### src/rtl/ternary_pkg.sv
// Shared trit encoding, default sizes and legality helpers for the ternary memory family.
package ternary_pkg;

    localparam logic [1:0] T_NEG  = 2'b11;
    localparam logic [1:0] T_ZERO = 2'b00;
    localparam logic [1:0] T_POS  = 2'b01;

    localparam int WORD_SIZE_DEF     = 9;
    localparam int MEM_ADDR_SIZE_DEF = 3;
    // Widest word the legality helper accepts; callers zero-pad narrower words.
    localparam int MAX_TRITS         = 32;

    typedef enum logic {
        CLEAR = 1'b0,
        READY = 1'b1
    } state_t;

    function automatic logic trit_is_legal(input logic [1:0] trit);
        return (trit == T_NEG) || (trit == T_ZERO) || (trit == T_POS);
    endfunction

    function automatic logic word_is_legal(input logic [2*MAX_TRITS-1:0] word);
        logic ok;
        ok = 1'b1;
        for (int i = 0; i < MAX_TRITS; i++) begin
            if (!trit_is_legal(word[2*i +: 2])) ok = 1'b0;
        end
        return ok;
    endfunction

    function automatic int trit_value(input logic [1:0] trit);
        int v;
        v = 0;
        if (trit == T_POS) v = 1;
        else if (trit == T_NEG) v = -1;
        return v;
    endfunction

endpackage

### src/rtl/ternary_addr_decode.sv
// Balanced-ternary address to linear word index, with a flag for illegal trit encodings.
module ternary_addr_decode
    import ternary_pkg::*;
#(
    parameter  int MEM_ADDR_SIZE = MEM_ADDR_SIZE_DEF,
    localparam int MEM_SIZE      = 3**MEM_ADDR_SIZE,
    localparam int IDX_W         = $clog2(MEM_SIZE)
) (
    input  logic [2*MEM_ADDR_SIZE-1:0] address,
    output logic [IDX_W-1:0]           index,
    output logic                       legal
);

    int acc;
    int weight;

    // Offset by half the range so the all-negative address lands on index 0.
    always_comb begin
        acc    = (MEM_SIZE - 1) / 2;
        weight = 1;
        legal  = 1'b1;
        for (int i = 0; i < MEM_ADDR_SIZE; i++) begin
            if (!trit_is_legal(address[2*i +: 2])) legal = 1'b0;
            acc    = acc + trit_value(address[2*i +: 2]) * weight;
            weight = weight * 3;
        end
        index = IDX_W'(acc);
    end

endmodule

### src/rtl/ternary_memory_dp.sv
// Dual-port ternary data memory with a sequential post-reset clear and sticky illegal-trit flag.
//   state | meaning
//   CLEAR | wiping mem[clear_ptr] each cycle, requests ignored, busy high
//   READY | serving read and write ports
module ternary_memory_dp
    import ternary_pkg::*;
#(
    parameter  int WORD_SIZE     = WORD_SIZE_DEF,
    parameter  int MEM_ADDR_SIZE = MEM_ADDR_SIZE_DEF,
    localparam int MEM_SIZE      = 3**MEM_ADDR_SIZE,
    localparam int IDX_W         = $clog2(MEM_SIZE)
) (
    input  logic                       clock,
    input  logic                       reset,
    input  logic                       write_enable,
    input  logic [2*MEM_ADDR_SIZE-1:0] write_address,
    input  logic [2*WORD_SIZE-1:0]     write_data,
    input  logic                       read_enable,
    input  logic [2*MEM_ADDR_SIZE-1:0] read_address,
    output logic [2*WORD_SIZE-1:0]     read_data,
    output logic                       read_valid,
    output logic                       busy,
    output logic                       error
);

    localparam logic [IDX_W-1:0] LAST_IDX = IDX_W'(MEM_SIZE - 1);

    state_t                 state, state_next;
    logic [IDX_W-1:0]       clear_ptr, clear_ptr_next;
    logic                   clear_we;
    logic [2*WORD_SIZE-1:0] mem [MEM_SIZE];

    logic [IDX_W-1:0]       wr_index, rd_index;
    logic                   wr_addr_legal, rd_addr_legal, wr_data_legal;
    logic [2*MAX_TRITS-1:0] write_data_ext;
    logic                   ready, wr_ok, rd_ok, bad_request;

    ternary_addr_decode #(.MEM_ADDR_SIZE(MEM_ADDR_SIZE)) u_wr_decode (
        .address (write_address),
        .index   (wr_index),
        .legal   (wr_addr_legal)
    );

    ternary_addr_decode #(.MEM_ADDR_SIZE(MEM_ADDR_SIZE)) u_rd_decode (
        .address (read_address),
        .index   (rd_index),
        .legal   (rd_addr_legal)
    );

    always_comb begin
        write_data_ext                  = '0;
        write_data_ext[2*WORD_SIZE-1:0] = write_data;
    end

    assign wr_data_legal = word_is_legal(write_data_ext);
    assign ready         = (state == READY);
    assign wr_ok         = ready && write_enable && wr_addr_legal && wr_data_legal;
    assign rd_ok         = ready && read_enable && rd_addr_legal;
    assign bad_request   = ready && ((write_enable && !(wr_addr_legal && wr_data_legal)) ||
                                     (read_enable && !rd_addr_legal));

    always_ff @(posedge clock) begin
        if (reset) begin
            state     <= CLEAR;
            clear_ptr <= '0;
        end else begin
            state     <= state_next;
            clear_ptr <= clear_ptr_next;
        end
    end

    always_comb begin
        state_next     = state;
        clear_ptr_next = clear_ptr;
        clear_we       = 1'b0;
        busy           = 1'b0;
        case (state)
            CLEAR: begin
                busy     = 1'b1;
                clear_we = 1'b1;
                if (clear_ptr == LAST_IDX) begin
                    state_next     = READY;
                    clear_ptr_next = '0;
                end else begin
                    clear_ptr_next = clear_ptr + IDX_W'(1);
                end
            end
            READY:   ;
            default: state_next = CLEAR;
        endcase
    end

    // A reset edge only restarts the sweep; it does not write the array itself.
    always_ff @(posedge clock) begin
        if (!reset) begin
            if (clear_we) mem[clear_ptr] <= '0;
            else if (wr_ok) mem[wr_index] <= write_data;
        end
    end

    always_ff @(posedge clock) begin
        if (reset) begin
            read_data  <= '0;
            read_valid <= 1'b0;
            error      <= 1'b0;
        end else begin
            read_valid <= rd_ok;
            if (rd_ok) begin
                read_data <= (wr_ok && (wr_index == rd_index)) ? write_data : mem[rd_index];
            end
            if (bad_request) error <= 1'b1;
        end
    end

endmodule
### config.mk
export PLATFORM = sky130hd
export DESIGN_NAME = ternary_memory_dp
export DESIGN_NICKNAME = d
export VERILOG_FILES = /design/src/rtl/ternary_pkg.sv /design/src/rtl/ternary_addr_decode.sv /design/src/rtl/ternary_memory_dp.sv
export SDC_FILE = /design/constraint.sdc
export NUM_CORES = 1
export LEC_CHECK = 0
export BUFFER_PORTS_ARGS = -buffer_cell sky130_fd_sc_hd__buf_2
export CAP_MARGIN = 40
export CORE_MARGIN = 8
export CORE_UTILIZATION = 40
export CTS_BUF_LIST = sky130_fd_sc_hd__clkbuf_2
export DETAILED_ROUTE_END_ITERATION = 12
export REMOVE_ABC_BUFFERS = 1
export SLEW_MARGIN = 5
export SYNTH_ARGS = -nofsm -noshare
export SYNTH_HDL_FRONTEND = slang
export SYNTH_SLANG_ARGS = --single-unit
### constraint.sdc
create_clock -name clock -period 5.3 [get_ports clock]
set_clock_uncertainty 0.05 [all_clocks]
set_input_delay 0.265 -clock clock [delete_from_list [all_inputs] [get_ports clock]]
set_output_delay 0.265 -clock clock [all_outputs]
set_load 0.005 [all_outputs]
=== Yosys cells after proc, flatten, opt, wreduce, memory -nomap -nowiden ===
Memory sizes are Yosys's and may differ from the RTL's. A register that Yosys moved wholly into a read port is not among the register bits.
Cells that the tools add are included.

* Register bits after elaboration: 8
* Bits in writable memories: 486
* Input port bits: 34
* Output and inout bits: 21
* Word-level logic and storage cells: 145
* Memories kept: 1

* Add/sub/neg operators: 7
* $mul: 4
* Equality and inequality tests: 31
* Multiplexer cells: 40
* Reductions and logical operators: 58

{| class="wikitable"
|+ Memory list
! name !! words !! bits a word !! read ports !! clocked after memory_dff !! wr ports !! RTL line !! source
|-
| mem || 27 || 18 || 1 || 1 || 1 || ternary_memory_dp.sv:31 || <nowiki>logic [2*WORD_SIZE-1:0] mem [MEM_SIZE];</nowiki>
|}

{| class="wikitable"
|+ Operators with widths
! operator !! number
|-
| $mux 32 || 8
|-
| $mul 32x3->5 const B || 2
|-
| $mul 32x5->5 const B || 2
|-
| $logic_or 1x1->1 || 31
|-
| $eq 2x1->1 const B || 15
|-
| $eq 2x2->1 const B || 15
|-
| $logic_not 2->1 || 15
|-
| $mux 5 || 6
|-
| $mux 1 || 25
|-
| $add 5x5->5 || 4
|-
| $mux 18 || 1
|-
| $reduce_or 18->1 || 1
|-
| $add 5x5->5 const A || 2
|-
| $logic_and 1x1->1 || 9
|-
| $add 5x1->5 const B || 1
|-
| $eq 5x5->1 const B || 1
|-
| $logic_not 1->1 || 2
|}

=== Depth between registers and ports, before layout ===
* Word-level depth: 19
* Mapped depth: 17
* Mapped depth without buffers: 15

=== Cells and area by module ===
A second synthesis with hierarchy kept.

* Cells, all modules: 1228
* Area, all modules: 21147.8 µm²

{| class="wikitable"
|+ Modules (own cells, without submodules)
! module !! times used !! cells an instance !! area each (µm²)
|-
| ternary_memory_dp || 1 || 1138 || 20397.1
|-
| ternary_addr_decode || 2 || 45 || 375.4
|}

=== Least setup slack after synthesis ===
OpenSTA, ideal clock, no wires.

* Path kind: input port to flip-flop
* From: input write_address[4]
* To: memory mem[15][0] (netlist bit) (enable)
* Setup time: 393 ps
* Data arrival time: 4039 ps
* Data required time: 4857 ps
* Slack: 818 ps
* Cell stages on the path: 14
* Buffers on the path: 0
* Cell sequence: and2_1 > ha_1 > ha_1 > inv_1 > fa_1 > fa_1 > inv_1 > ha_1 > a31oi_1 > xnor3_1 > xnor2_1 > mux2i_1 > nand2_1 > nor2_1

* Word-level cells in the longest chain between the ends: 12
* Elaborated cells on any way between the ends: 19

{| class="wikitable"
|+ Ends and longest elaborated chain
! item !! RTL line !! source
|-
| start, declared || ternary_memory_dp.sv:16 || <nowiki>input logic [2*MEM_ADDR_SIZE-1:0] write_address,</nowiki>
|-
| branches (longest 12 deep; another with $mul 32x5->5) || n/a ||
|-
| end, declared || ternary_memory_dp.sv:31 ||
|}

Several ways; the timed one is not identified.

==> qor.yml <==
layout:
  final-instance-count-excl-fill: 2133
  final_cell_mix: "486 x edfxtp_1, 188 x clkbuf_2, 138 x mux4_2, 64 x dlygate4sd3_1, 54 x buf_2"
  syn_to_final_growth_pct: 17.9
  register_area_sq_um: 15100
  nets: 1423
  multi_input_area_sq_um: 5740
  nFillCells: 4449
  drive_above_1_share_pct: 37.9
  layout_commonest_cell: "edfxtp_1"
worst_setup_path:
  timing.rr.start: "ready$_SDFF_PP0_"
  reg2regPathDepth: 8
  crit_fanout: 18
  worstPathRequired_ns: 6.18
  critPathKind: "input port to flop"
  crit_path_start: "write_address[5]"
  crit_path_end_kind: "flop"
  startpoint_type: "input port"
  cp.arrival_ns: 5.81
floorplan:
  dieHeight_um: 246
  rows: 84
  die_w_um: 246
  start_util_pct: 40.3
  die_area_sq_um: 60400
  core_sq_um: 52300
  io_pins: 55
yosys:
  syn_inst: 1082
  synth_area_sq_um: 21100
  synth_area_leaders: "edfxtp_1 69%, mux4_2 15%, dfxtp_1 2.5%"
  synth-seq-cells: 512
  synth_edf_count: 486
  syn_avg_cell_area_sq_um: 19.5
  synth_ff_type: "edfxtp_1"
  yosysSeqAreaShare_pct: 71.6
  synth_cell_types: 48
  synth_top_area_share_pct: 69.1
  async_flop_share_pct: 0
  synth_top_area_cell: "edfxtp_1"
  synth_warnings: 0
sta:
  rsz0062_at_grt: "false"
  fmaxAchievable_mhz: 203
  fin_crit_sh_pct: 93.0
  finalHoldViolCount: 0
  finalMaxSlewViolations: 0
  period_needed_ns: 4.93
  max_slew_margin_pct: 37.0
  setup_viol: 0
  hold-worst-slack_ns: 0.136
  worst_slew_pin_slew_ns: 0.919
global_routing:
  globalRoute.totalOverflow: 0
  grt_start_max_net_pins: 60
  antenna_found_initial: 2
  grt_pass1_wl_um: 78500
  globalRouteTotalUtil_pct: 17.5
  grt_pass1_vias: 12300
detailed_routing:
  met2WireLength_um: 24500
  drc: 0
  drt-initial-drc-count: 945
  m1WireLength_um: 22500
  wire_per_inst_um: 24.2
  viasPerCell: 5.36
  wl_met3_um: 3860
  ant_nets: 0
  first_pass_iters: 5
  wl_um: 51600
  via_count: 11400
  top_layer: "met4"
clock_tree:
  clkTransAtPathRegs_ns: 0.11
  post_cts_resized: 0
  numCtsBuffers: 132
  cts_sinks: 512
  clock_latency_ns: 1.09
  cts.path.max_buffers: 3
  h-tree-depth: 4
  root_buffer: "clkbuf_2"
  cts_tree: "yes"
min_path:
  hp-start: "write_address[1]"
  hold_class: "input port to flop"
  worst_hold_path.num_cells: 5
placed_design:
  io_buffers: 54
  placed_cells: 1846
  place_congestion: 0.811
  dp_hpwl_um: 32200
power_and_ir_drop:
  irDropWorstVdd_uv: 165
  powerDensity_nw_per_um2: 342
  intPower_uw: 6140
  p_comb_share_pct: 17.0
  share_seq_of_total_power_pct: 51.7
  switching_share_pct: 27.9
  p_leak_uw: 0.00748
  clockPowerShare_pct: 31.3
  p_switching_uw: 2370
status:
  outcome: "completed"
flow_run:
  cap_violations: 0
[layout make-up]
cell class	count	share of cell area, %
Antenna cell	2	0.0201
Clock buffer	188	3.78
Clock inverter	32	0.915
Inverter	42	0.633
Multi-Input combinational cell	473	23.1
Sequential cell	512	60.7
Tap cell	688	3.46
Timing Repair Buffer	196	7.40
[power groups by stage]
stage	clock [uW]	combinational [uW]	sequential (uW)
CTS	2760	1470	4400
global placement	0	1420	4490
global route	2970	1540	4410
detailed placement	0	1430	4500
finish	2660	1450	4400
floorplan	0	954	4490
[timing repair]
item                                   in CTS  in global routing
setup endpoints to repair                   0                  0
endpoints found under the hold margin     518                  0
hold buffers                               64                  0
setup buffers                               0                  0
[cells in the mapped netlist (all sizes together), types with 7 or more instances]
master,n
a211oi,13
a21oi,16
and2,26
buf,21
clkbuf,34
dfxtp,26
edfxtp,486
ha,26
inv,42
mux2,25
mux2i,8
mux4,138
nand2,46
nand2b,13
nor2,49
nor2b,19
o21ai,9
o221ai,18
xnor2,11
xor2,7
[layer usage]
| layer | global-route usage [%] | up-vias |
|---|---|---|
| met5 | 0 | - |
| met4 | 4.90 | 0 |
| met3 | 5.52 | 66 |
| met2 | 26.9 | 406 |
| met1 | 23.8 | 5979 |
| li1 | - | 4978 |
[stage by stage]
stage / power (uW) / cell area (sq um) / util [%] / setup WS (ns) / TNS, ns
after floorplan: 5450 / 20900 / - / -1.69 / -30.17
after global placement: 5920 / 22700 / 43.3 / 0.404 / 0
after detailed placement: 5930 / 23100 / 44.1 / 0.316 / 0
after CTS: 8630 / 24900 / 47.5 / 0.561 / 0
after global routing: 8920 / 24900 / 47.5 / 0.343 / 0
final: 8510 / 24900 / 47.5 / 0.369 / 0
[worst max-delay path, cell delays in order]
cell	delay (ns)
dlygate4sd3_1	0.53
buf_2	0.15
and2_1	0.16
ha_1	0.20
ha_1	0.20
inv_1	0.07
fa_1	0.44
fa_1	0.52
inv_1	0.05
ha_1	0.32
a31oi_1	0.21
xnor3_1	0.25
xnor2_1	0.14
mux2i_1	0.73
xor2_1	0.32
nand4bb_1	0.18
buf_4	0.34
o221ai_1	0.15
dlygate4sd3_1	0.59
[logic make-up (layout without fill, tap and decap cells)]
group / after synthesis / count (layout) / synth area share [%]
flip-flops: 512 / 512 / 71.6
AND/OR/NAND/NOR: 183 / 183 / 4.54
multiplexers: 171 / 171 / 16.5
buffers and inverters: 97 / 458 / 1.87
AO/OA/AOI/OAI: 68 / 68 / 2.57
adder cells (fa/ha/maj): 32 / 32 / 2.11
XOR/XNOR: 19 / 19 / 0.854
other: 0 / 2 / 0
[flip-flops by register name (all words and copies together), names as in the netlist]
name,count
clear_ptr,5
error,1
mem,486
read_data,18
read_valid,1
ready,1
[worst paths after layout]
path | slack [ns] | end
max | 0.37 | read_data[5]$_SDFFE_PP0P_
min reg2reg | 0.42 | error$_SDFFE_PP0P_
max reg2reg | 1.41 | read_data[5]$_SDFFE_PP0P_
min | 0.14 | mem[19][15]$_DFFE_PP_
Power figures use the tool's default switching activity.
